## src/rtl/histogram_ctrl.sv

```systemverilog
// Frame sequencer for the histogram datapath: accumulate, wait done, stream every bin out, then clear the RAM.
// Latency: frame_end to first o_out_valid = 1 + hist_done wait + RD_LAT + 1 cycles; one beat per RD_LAT+1 cycles at best.
// Backpressure: a presented beat holds while o_out_ready is low, for as long as it stays low; the bin sweep stalls with it.
module histogram_ctrl #(
  parameter int NUM_BINS     = 1024,
  parameter int RD_LAT       = 2,
  parameter int DONE_TIMEOUT = 4096
) (
  input  logic        i_clk,
  input  logic        i_rst,
  input  logic        i_frame_start,
  input  logic        i_frame_end,
  output logic        o_hist_rw,
  output logic        o_pix_gate,
  output logic        o_hist_image_done,
  input  logic        i_hist_done,
  output logic [9:0]  o_hist_bin,
  input  logic [23:0] i_hist_data,
  output logic        o_clr_we,
  output logic [9:0]  o_clr_addr,
  output logic        o_out_valid,
  input  logic        i_out_ready,
  output logic [23:0] o_out_data,
  output logic [9:0]  o_out_bin,
  output logic        o_out_last,
  output logic [31:0] o_frame_sum,
  output logic        o_sum_valid,
  output logic        o_busy,
  output logic        o_err_drop,
  output logic        o_err_timeout
);

  // Timer must reach DONE_TIMEOUT-1; read-latency counter must reach RD_LAT-1.
  localparam int TW = $clog2(DONE_TIMEOUT + 1);
  localparam int LW = $clog2(RD_LAT + 1);

  typedef enum logic [2:0] {
    S_IDLE,
    S_ACCUM,
    S_WAIT_DONE,
    S_FETCH,
    S_PRESENT,
    S_CLEAR
  } state_t;

  state_t        r_state;
  logic [10:0]   r_bin;        // one bit wider than the address so NUM_BINS=1024 terminal count is visible
  logic [TW-1:0] r_timer;
  logic [LW-1:0] r_lat;
  logic          r_rst_q;      // high for the first cycle after reset releases
  logic          r_hist_rw;
  logic          r_pix_gate;
  logic          r_image_done;
  logic          r_clr_we;
  logic          r_out_valid;
  logic [23:0]   r_out_data;
  logic [9:0]    r_out_bin;
  logic          r_out_last;
  logic [31:0]   r_frame_sum;
  logic          r_sum_valid;
  logic          r_err_drop;
  logic          r_err_timeout;

  logic [10:0]   w_bin_inc;
  logic          w_bin_last;
  logic          w_timer_exp;
  logic          w_lat_done;

  assign w_bin_inc   = r_bin + 11'd1;
  assign w_bin_last  = (w_bin_inc == 11'(NUM_BINS));
  assign w_timer_exp = (r_timer == TW'(DONE_TIMEOUT - 1));
  assign w_lat_done  = (r_lat == LW'(RD_LAT - 1));

  // Frame sequence: accumulate, wait for the datapath, fetch/present each bin, clear sweep.
  always_ff @(posedge i_clk) begin
    if (i_rst) begin
      r_state       <= S_IDLE;
      r_bin         <= '0;
      r_timer       <= '0;
      r_lat         <= '0;
      r_rst_q       <= 1'b1;
      r_hist_rw     <= 1'b1;
      r_pix_gate    <= 1'b0;
      r_image_done  <= 1'b0;
      r_clr_we      <= 1'b0;
      r_out_valid   <= 1'b0;
      r_out_data    <= '0;
      r_out_bin     <= '0;
      r_out_last    <= 1'b0;
      r_frame_sum   <= '0;
      r_sum_valid   <= 1'b0;
      r_err_drop    <= 1'b0;
      r_err_timeout <= 1'b0;
    end else begin
      r_rst_q      <= 1'b0;
      r_image_done <= 1'b0;
      r_sum_valid  <= 1'b0;

      // A new frame cannot be taken while one is in flight; record it and carry on.
      if (i_frame_start && (r_state != S_IDLE)) begin
        r_err_drop <= 1'b1;
      end

      case (r_state)
        S_IDLE: begin
          if (i_frame_start && !r_rst_q) begin
            r_state     <= S_ACCUM;
            r_pix_gate  <= 1'b1;
            r_hist_rw   <= 1'b1;
            r_frame_sum <= '0;
          end
        end

        S_ACCUM: begin
          if (i_frame_end) begin
            r_state      <= S_WAIT_DONE;
            r_pix_gate   <= 1'b0;
            r_image_done <= 1'b1;
            r_timer      <= '0;
          end
        end

        S_WAIT_DONE: begin
          // A timeout still reads out whatever the RAM holds rather than hanging the frame.
          if (i_hist_done || w_timer_exp) begin
            if (!i_hist_done) begin
              r_err_timeout <= 1'b1;
            end
            r_state   <= S_FETCH;
            r_hist_rw <= 1'b0;
            r_bin     <= '0;
            r_lat     <= '0;
          end else begin
            r_timer <= r_timer + TW'(1);
          end
        end

        S_FETCH: begin
          if (w_lat_done) begin
            r_state     <= S_PRESENT;
            r_out_valid <= 1'b1;
            r_out_data  <= i_hist_data;
            r_out_bin   <= r_bin[9:0];
            r_out_last  <= w_bin_last;
          end else begin
            r_lat <= r_lat + LW'(1);
          end
        end

        S_PRESENT: begin
          if (i_out_ready) begin
            r_out_valid <= 1'b0;
            r_frame_sum <= r_frame_sum + {8'd0, r_out_data};
            if (r_out_last) begin
              r_state     <= S_CLEAR;
              r_out_last  <= 1'b0;
              r_sum_valid <= 1'b1;
              r_hist_rw   <= 1'b1;
              r_clr_we    <= 1'b1;
              r_bin       <= '0;
            end else begin
              r_state <= S_FETCH;
              r_bin   <= w_bin_inc;
              r_lat   <= '0;
            end
          end
        end

        S_CLEAR: begin
          if (w_bin_last) begin
            r_state  <= S_IDLE;
            r_clr_we <= 1'b0;
            r_bin    <= '0;
          end else begin
            r_bin <= w_bin_inc;
          end
        end

        default: begin
          r_state <= S_IDLE;
        end
      endcase
    end
  end

  assign o_hist_rw         = r_hist_rw;
  assign o_pix_gate        = r_pix_gate;
  assign o_hist_image_done = r_image_done;
  assign o_hist_bin        = r_bin[9:0];
  assign o_clr_we          = r_clr_we;
  assign o_clr_addr        = r_bin[9:0];
  assign o_out_valid       = r_out_valid;
  assign o_out_data        = r_out_data;
  assign o_out_bin         = r_out_bin;
  assign o_out_last        = r_out_last;
  assign o_frame_sum       = r_frame_sum;
  assign o_sum_valid       = r_sum_valid;
  assign o_busy            = (r_state != S_IDLE);
  assign o_err_drop        = r_err_drop;
  assign o_err_timeout     = r_err_timeout;

endmodule

```

## config.mk

```make
export PLATFORM = sky130hd
export DESIGN_NAME = histogram_ctrl
export DESIGN_NICKNAME = d
export VERILOG_FILES = /design/src/rtl/histogram_ctrl.sv
export SDC_FILE = /design/constraint.sdc
export NUM_CORES = 1
export LEC_CHECK = 0
export BUFFER_PORTS_ARGS = -buffer_cell sky130_fd_sc_hd__buf_2
export CAP_MARGIN = 20
export CORE_MARGIN = 2
export CORE_UTILIZATION = 60
export CTS_CLUSTER_SIZE = 16
export DETAILED_ROUTE_END_ITERATION = 10
export GPL_TIMING_DRIVEN = 0
export HOLD_SLACK_MARGIN = 0.12
export PLACE_DENSITY_LB_ADDON = 0.1
export SYNTH_ARGS = -nofsm -noshare
export SYNTH_HDL_FRONTEND = slang
export SYNTH_SLANG_ARGS = --single-unit
```

## constraint.sdc

```tcl
create_clock -name i_clk -period 5.35 [get_ports i_clk]
set_input_delay 0.8025 -clock i_clk [delete_from_list [all_inputs] [get_ports i_clk]]
set_output_delay 0.8025 -clock i_clk [all_outputs]
set_load 0.02 [all_outputs]
```

==> flow_summary.json <==
{
  "synth_top_flop_cell": "dfxtp_1",
  "hp-start": "o_out_bin[3]$_SDFFE_PP0P_",
  "fillerInstances": 864,
  "cts_setup_buffers": 0,
  "ys_ff_latch": 105,
  "core-area_sq_um": 9819,
  "start_util_pct": 61.98,
  "clk_pin_slew_worst_paths_ns": 0.10,
  "critPathKind": "flop to flop",
  "grtUsageTotal_pct": 29.20,
  "rows": 36,
  "grt_pass1_wl_mm": 26.61,
  "cp_max_fo": 6,
  "grt_pass1_vias": 5709,
  "postCtsHoldBufs": 0,
  "max_freq_mhz": 347.9,
  "cts.path.max_buffers": 2,
  "io_buffers": 124,
  "reg2reg_slack_ns": 2.48,
  "place.gp.congestion": 0.9775,
  "ant_nets": 0,
  "reg2reg_to": "o_frame_sum[26]$_SDFFE_PP0P_",
  "pwr_density_cell_nw_per_um2": 228.0,
  "drt_iter0_drc": 460,
  "hold_ws_ns": 0.4592,
  "routedWlPerCell_um": 15.14,
  "syn_area_sq_um": 6086,
  "pin_count": 126,
  "synth-edff-count": 0,
  "crit_path_end_kind": "flop",
  "final_cell_mix": "134 x buf_2, 134 x nand2_1, 105 x dfxtp_1, 92 x a21oi_1, 68 x nor2_1",
  "cts_buffers": 9,
  "fin_nets": 986,
  "post_cts_resized": 0,
  "seqCellArea_sq_um": 2102,
  "async_flop_share_pct": 0,
  "die_width_um": 104.7,
  "worst_ep_arrival_time_ns": 3.17,
  "min_path_cells": 2,
  "hpwl_mm": 12.26,
  "worst_pin_slew_ns": 0.6895,
  "leakagePower_uw": 0.003029,
  "synth.distinct_cells": 72,
  "yosysSeqAreaShare_pct": 34.54,
  "hold_end": "o_out_bin[3]$_SDFFE_PP0P_",
  "wirelength_mm": 16.14,
  "crit_chain": "ha_1 > inv_1 > fa_1 > nand2b_1 > a21oi_1 > o41a_1 > nor4_1 > o32a_1 > or3_1 > a21oi_1",
  "min_path_type": "flop to flop",
  "cts_max_level": 3,
  "drv_cap": 0,
  "layout-drive-gt1-share_pct": 20.79,
  "cts_root_buf": "clkbuf_8",
  "cts_sinks": 105,
  "postSynthCellCount": 793,
  "status": "finished clean",
  "finClkSkew_ns": 0.01765,
  "firstDrtPassIters": 5,
  "overflow": 0,
  "drcViolationCount": 0,
  "syn2layout_area_growth_pct": 16.06,
  "vias": 6235,
  "rsz0062_at_grt": "no",
  "syn_area_per_cell_sq_um": 7.674,
  "slew_viol_final": 0,
  "cpMostUsedCell": "a21oi_1",
  "r2r.worst_path.cells": 10,
  "vdd_drop_max_v": 0.0002734,
  "finalSetupViolations": 0,
  "die-height_um": 104.7,
  "slowest_delay_ns": 0.43,
  "synth_warnings": 0,
  "cpMaxStageDelayCell": "o32a_1",
  "layout_min_cycle_time_ns": 2.874,
  "antenna_cells": 0,
  "clkLatencyLatePin_ns": 0.38,
  "crit_required_ns": 5.64,
  "grt_start_max_net_pins": 18,
  "r2r_start": "o_frame_sum[0]$_SDFFE_PP0P_",
  "multiInputGateArea_sq_um": 3576,
  "antenna_found_initial": 0,
  "dieArea_sq_um": 10960,
  "fin_crit_sh_pct": 53.72,
  "syn_nets": 851,
  "finalHoldViolations": 0,
  "tns_ns": 0,
  "vias_per_cell": 5.849,
  "relSlewSlack_pct": 53.86,
  "start_kind": "flop",
  "cts_tree": "built"
}
[sequential cells by signal, summed over array words and instances, names as in the netlist, 2 cells and up]
name	count
o_frame_sum	32
r_lat	2
r_state	3
o_out_data	24
r_bin	11
r_timer	13
o_out_bin	10
[report_power, final]
part,leakage [uW],total [uW],switching [uW],internal [uW]
Sequential,0.000847,814,14.0,800
Clock,0.0000976,486,286,201
Combinational,0.00208,310,215,95.1
Total,0.00303,1610,515,1100
[worst max-delay path by stage]
stage,slack [ns],startpoint,to,cells after the start
floorplan,2.79,o_frame_sum[0]$_SDFFE_PP0P_,o_frame_sum[30]$_SDFFE_PP0P_,10
global placement,2.61,o_frame_sum[0]$_SDFFE_PP0P_,o_frame_sum[30]$_SDFFE_PP0P_,10
detailed placement,2.52,o_frame_sum[0]$_SDFFE_PP0P_,o_frame_sum[26]$_SDFFE_PP0P_,10
CTS,2.49,o_frame_sum[0]$_SDFFE_PP0P_,o_frame_sum[26]$_SDFFE_PP0P_,10
global route,2.29,o_frame_sum[0]$_SDFFE_PP0P_,o_frame_sum[26]$_SDFFE_PP0P_,10
finish,2.48,o_frame_sum[0]$_SDFFE_PP0P_,o_frame_sum[26]$_SDFFE_PP0P_,10
[logic make-up (layout without fill, tap and decap cells)]
group | count (synthesis) | count (layout) | synth area share, %
mux | 11 | 11 | 1.830
flops | 105 | 105 | 34.54
fa+ha+maj | 28 | 28 | 5.880
xor+xnor | 17 | 17 | 2.447
simple gates | 331 | 331 | 25.78
compound gates | 218 | 218 | 22.82
buf+inv | 83 | 223 | 6.702
[area by class of cell]
class                   instances  area share [%]
plain buffers                  65           4.818
clock buffers                  12           2.197
clock inverters                 4          0.4960
inverters                      18          0.9566
multi-input cells             605           50.63
flip-flops and latches        105           29.76
well taps                     133           2.356
repair buffers                124           8.787
[metrics by stage]
step	power (uW)	area, sq um	utilization (%)	worst slack (ns)	cells
4_1_cts	1607	7063	71.93	2.486	1066
3_3_place_gp	1127	6873	69.99	2.611	1050
2_1_floorplan	1045	6086	-	2.787	793
5_1_grt	1684	7063	71.93	2.293	1066
6_report	1610	7063	71.93	2.476	1066
3_5_place_dp	1135	6873	69.99	2.515	1050
[cell usage after synthesis, types with 11 or more instances]
cell type	number	area share [%]
dfxtp_1	105	35
nor2_1	68	4.2
nor3_1	20	1.6
a21oi_1	92	7.6
ha_1	27	5.6
a31oi_1	11	1.1
or3_1	14	1.4
nand3_1	23	1.9
nand2_1	134	8.3
buf_4	20	2.5
inv_1	18	1.1
clkbuf_1	28	1.7
o21ai_0	40	3.3
[layer usage]
layer | vias up | track usage (%) | wire, um
met1 | 2906 | 36.80 | 6912
met2 | 234 | 50.79 | 7853
li1 | 3065 | - | -
met3 | 30 | 4.803 | 1083
met4 | 0 | 9.619 | 295
met5 | - | 0 | 0
[worst max-delay path: cells and delay by family (launching register included)]
family,cells,cell delay (ns)
flip-flops,1,0.38
AND/OR/NAND/NOR,3,0.64
adder cells (fa/ha/maj),2,0.56
buffers and inverters,1,0.05
AO/OA/AOI/OAI,4,1.15
Power figures use the tool's default switching activity.
